[src/rtl/counter_sweep_ctrl.sv]
// counter_sweep_ctrl: drives an external loadable up/down counter through lo->hi->lo triangle sweeps.
module counter_sweep_ctrl #(
  parameter int WIDTH   = 8,
  parameter int SWEEP_W = 4
) (
  input  logic               clk_i,
  input  logic               reset_i,
  input  logic               start_i,
  input  logic               abort_i,
  input  logic [WIDTH-1:0]   lo_i,
  input  logic [WIDTH-1:0]   hi_i,
  input  logic [SWEEP_W-1:0] sweeps_i,
  input  logic [WIDTH-1:0]   q_i,
  output logic               ld_o,
  output logic               up_dn_o,
  output logic [WIDTH-1:0]   d_o,
  output logic               busy_o,
  output logic               done_o,
  output logic               err_o
);
  typedef enum logic [2:0] {IDLE, LOAD, UP, DOWN, DONE} state_t;
  localparam logic [WIDTH-1:0]   ONE  = 1;
  localparam logic [SWEEP_W-1:0] RONE = 1;
  state_t state_q, state_d;
  logic [WIDTH-1:0] lo_q, lo_d, hi_q, hi_d, park_q, park_d;
  logic [SWEEP_W-1:0] rem_q, rem_d;
  logic err_q, err_d;
  always_ff @(posedge clk_i or posedge reset_i)
    if (reset_i) begin
      state_q <= IDLE;
      lo_q    <= '0;
      hi_q    <= '0;
      park_q  <= '0;
      rem_q   <= '0;
      err_q   <= 1'b0;
    end else begin
      state_q <= state_d;
      lo_q    <= lo_d;
      hi_q    <= hi_d;
      park_q  <= park_d;
      rem_q   <= rem_d;
      err_q   <= err_d;
    end
  always_comb begin
    state_d = state_q;
    lo_d    = lo_q;
    hi_d    = hi_q;
    park_d  = park_q;
    rem_d   = rem_q;
    err_d   = 1'b0;
    case (state_q)
      IDLE:
        if (start_i) begin
          if (hi_i > lo_i && sweeps_i != '0) begin
            lo_d    = lo_i;
            hi_d    = hi_i;
            rem_d   = sweeps_i;
            state_d = LOAD;
          end else err_d = 1'b1;
        end
      LOAD: state_d = UP;
      UP, DOWN:
        // abort wins over the range check so a parked value is always the live count
        if (abort_i) begin
          park_d  = q_i;
          state_d = IDLE;
        end else if (q_i < lo_q || q_i > hi_q) begin
          err_d   = 1'b1;
          park_d  = lo_q;
          state_d = IDLE;
        end else if (state_q == UP && q_i == hi_q - ONE) state_d = DOWN;
        else if (state_q == DOWN && q_i == lo_q + ONE) begin
          rem_d   = rem_q - RONE;
          state_d = rem_q == RONE ? DONE : UP;
        end
      DONE: begin
        park_d  = lo_q;
        state_d = IDLE;
      end
      default: state_d = IDLE;
    endcase
  end
  assign ld_o    = state_q == IDLE || state_q == LOAD || state_q == DONE;
  assign up_dn_o = state_q == DOWN;
  assign d_o     = state_q == IDLE ? park_q : lo_q;
  assign busy_o  = state_q == LOAD || state_q == UP || state_q == DOWN;
  assign done_o  = state_q == DONE;
  assign err_o   = err_q;
endmodule

[config.mk]
export PLATFORM = sky130hd
export DESIGN_NAME = counter_sweep_ctrl
export DESIGN_NICKNAME = d
export VERILOG_FILES = /design/src/rtl/counter_sweep_ctrl.sv
export SDC_FILE = /design/constraint.sdc
export NUM_CORES = 1
export LEC_CHECK = 0
export ABC_AREA = 1
export CAP_MARGIN = 10
export CORE_MARGIN = 2
export CORE_UTILIZATION = 40
export CTS_BUF_LIST = sky130_fd_sc_hd__clkbuf_16
export DETAILED_ROUTE_END_ITERATION = 7
export PLACE_DENSITY = 0.63
export SLEW_MARGIN = 20
export SYNTH_ARGS = -nofsm -noshare
export SYNTH_HDL_FRONTEND = slang
export SYNTH_SLANG_ARGS = --single-unit
export TNS_END_PERCENT = 30
[constraint.sdc]
create_clock -name clk_i -period 2 [get_ports clk_i]
set_input_delay 0.5 -clock clk_i [delete_from_list [all_inputs] [get_ports clk_i]]
set_output_delay 0.5 -clock clk_i [all_outputs]
set_load 0.03 [all_outputs]
==> run_results.csv <==
group,metric,value,unit
timing,fmax,498,MHz
cells_and_area,num-nets-final,622,
cells_and_area,final_area,4470,um^2
floorplanning,num_rows,30,
global_routing,track_usage,0.226,
global_routing,antenna_found_initial,0,
clock_tree,clockBufferDepth,2,
global_routing,grt_pass1_wl,13.5,mm
global_routing,grt-ovfl-total,0,
timing,hold_viol,0,
clock_tree,cts_root_buffer,"clkbuf_16",
clock_tree,clk_pin_slew_worst_paths,0.05,ns
detailed_routing,via_count,3125,
placed_design,gp_congestion,0.883,
timing,layout_setup_ws,-0.00992,ns
global_routing,grt_max_degree,33,
timing,worst_pin_slew,0.438,ns
floorplanning,die-area,7630,um^2
yosys,synthTopCellsByArea,"dfrtp_1, nand2_1, ha_1",
yosys,postSynthCellCount,420,
floorplanning,die-height,87.3,um
clock_tree,clock_latency,0.28,ns
detailed_routing,drc_errors,0,
timing,layout_min_cycle_time,2.01,ns
global_routing,grtUsageMet2,0.373,
outcome,violations,"setup timing",
outcome,status,"complete, but fails checks",
yosys,synth_fp_nets,480,
detailed_routing,wirelength,8.48,mm
floorplanning,start_util,0.411,
yosys,synth_area,2780,um^2
setup_path,crit_arrival,1.51,ns
detailed_routing,avgViaCountPerCell,4.86,
placed_design,place_inst,586,
yosys,ys_warn_count,0,
timing,relSlewSlack,0.708,
pwr,peakVddDrop,0.000426,V
detailed_routing,first_iter_violations,111,
placed_design,postPlaceCellArea,3650,um^2
pwr,p_leak,0.00229,uW
yosys,yosysTopAreaCell,"dfrtp_1",
setup_path,cp.required,1.50,ns
clock_tree,htree_num_levels,2,
yosys,ys_ff_latch,32,
global_routing,grt_most_used_layer,"met2",
timing,fin_skew,0.00561,ns
detailed_routing,wl_per_cell,13.2,um
setup_path,crit_type,"reg -> out",
detailed_routing,postRouteAntennaNets,0,
clock_tree,cts.sinks,32,
clock_tree,cts_made_buffers,5,
placed_design,port_buffers,44,
clock_tree,cts_tree,"yes",
clock_tree,cts_hold_buf,0,
timing,rsz0062_at_grt,"yes",
global_routing,grt_pass1_vias,2952,
cells_and_area,area_growth,60.9,%
timing,setup_viol,4,
yosys,synth_top_cell_area_share,0.288,
placed_design,place_ws,-0.682,ns
cells_and_area,utilization,0.661,
setup_path,critPathLaunchType,"flip-flop",
yosys,ys_seq_area_frac,0.288,
hold_path,hold_class,"reg -> reg",
pwr,finalPower,5560,uW
floorplanning,core,6760,um^2
timing,slew_violations,0,
cells_and_area,stdcell_count,643,
global_routing,met3_usage,0.0322,
setup_path,worst_setup_path_end_kind,"output port",
cells_and_area,final_common_cell,"nand2_1",
detailed_routing,dr.pass1.iters,4,
yosys,ys_types,28,
setup_path,critical_path_peak_fanout,10,
pwr,powerDensity,1250,nW/um^2
placed_design,place_hpwl,5.66,mm
cells_and_area,n_antenna_cell,0,
cells_and_area,drive_above_1_share,0.357,
timing,fin_crit_sh,1.00,
job,drv_cap,0,
floorplanning,dieWidth,87.3,um
global_routing,use_met1,0.295,
yosys,avgSynthCellArea,6.61,um^2
cells_and_area,final_cell_mix,"nand2_1, buf_4, inv_1, nor2_1, o21ai_0",
floorplanning,pin_count,45,
## what timing repair did
action,4_1_cts,5_1_grt
setup endpoints to repair,42,39
hold endpoints to repair,0,0
resized for setup,63,71
cloned,1,2
setup buffers,40,6
pin swaps,42,36
## path summary, 6_finish.rpt
| check | start | endpoint | slack (ns) | depth (start not counted) |
|---|---|---|---|---|
| setup / recovery | state_q[0] | d_o[4] | -0.01 | 6 |
| hold reg to reg | rem_q[2] | rem_q[2] | 0.47 | 2 |
| setup reg to reg | lo_q[1] | rem_q[0] | 0.09 | 13 |
| min in group asynchronous | reset_i | rem_q[1] | 0.64 | 3 |
| hold / removal | rem_q[2] | rem_q[2] | 0.47 | 2 |
| max in group asynchronous | reset_i | hi_q[0] | 1.03 | 3 |
## synth_stat cells (all sizes together)
| cell | number |
|---|---|
| nand2 | 119 |
| inv | 63 |
| nor2 | 48 |
| o21ai | 42 |
| nand3 | 34 |
| dfrtp | 32 |
| ha | 28 |
| a21oi | 23 |
| nand4 | 6 |
| buf | 5 |
| clkbuf | 4 |
| xor2 | 4 |
| o21a | 3 |
| xnor2 | 3 |
| a21boi | 1 |
| a22oi | 1 |
| and2 | 1 |
| nand2b | 1 |
| o22ai | 1 |
| or2 | 1 |
## stage by stage
stage | setup TNS [ns] | hold WS (ns)
floorplan | -0.923 | 0.442
global placement | -15.04 | 0.459
detailed placement | -16.79 | 0.459
CTS | -0.338 | 0.470
global route | -0.864 | 0.493
finish | -0.0203 | 0.471
## critical path, stage by stage, from the launching register on
cell and delay (ns):
dfrtp_2 0.44, nor2_4 0.12, inv_2 0.06, nor2_4 0.17
buf_6 0.18, o21ai_0 0.09, buf_4 0.17
## metal layers
metal	vias to the layer above	part of all wire
li1	1634	-
met1	1414	0.46
met2	69	0.48
met3	8	0.041
met4	0	0.013
met5	-	0
## state kept, by name, summed over array words and instances, names as in the netlist
register	flops
hi_q	8
lo_q	8
park_q	8
rem_q	4
state_q	3
err_o	1
## cells by family after synthesis
family	after synthesis	synth area share
flip-flops	32	0.288
buffers and inverters	72	0.0995
AND/OR/NAND/NOR	210	0.330
AO/OA/AOI/OAI	71	0.134
XOR/XNOR	7	0.0221
adder cells (fa/ha/maj)	28	0.126
## area by class of cell
class	instances	area (um^2)
clock buffers	5	125
inverters	63	236
well taps	80	100
flip-flops and latches	32	806
clock inverters	3	11.3
multi-input cells	316	2020
repair buffers	144	1170
fillers	625	2290
## report_power, final
group	switching, uW	internal [uW]
Combinational	2050	1640
Clock	283	448
Sequential	208	941
No activity file was read; power rests on OpenSTA's default activity.
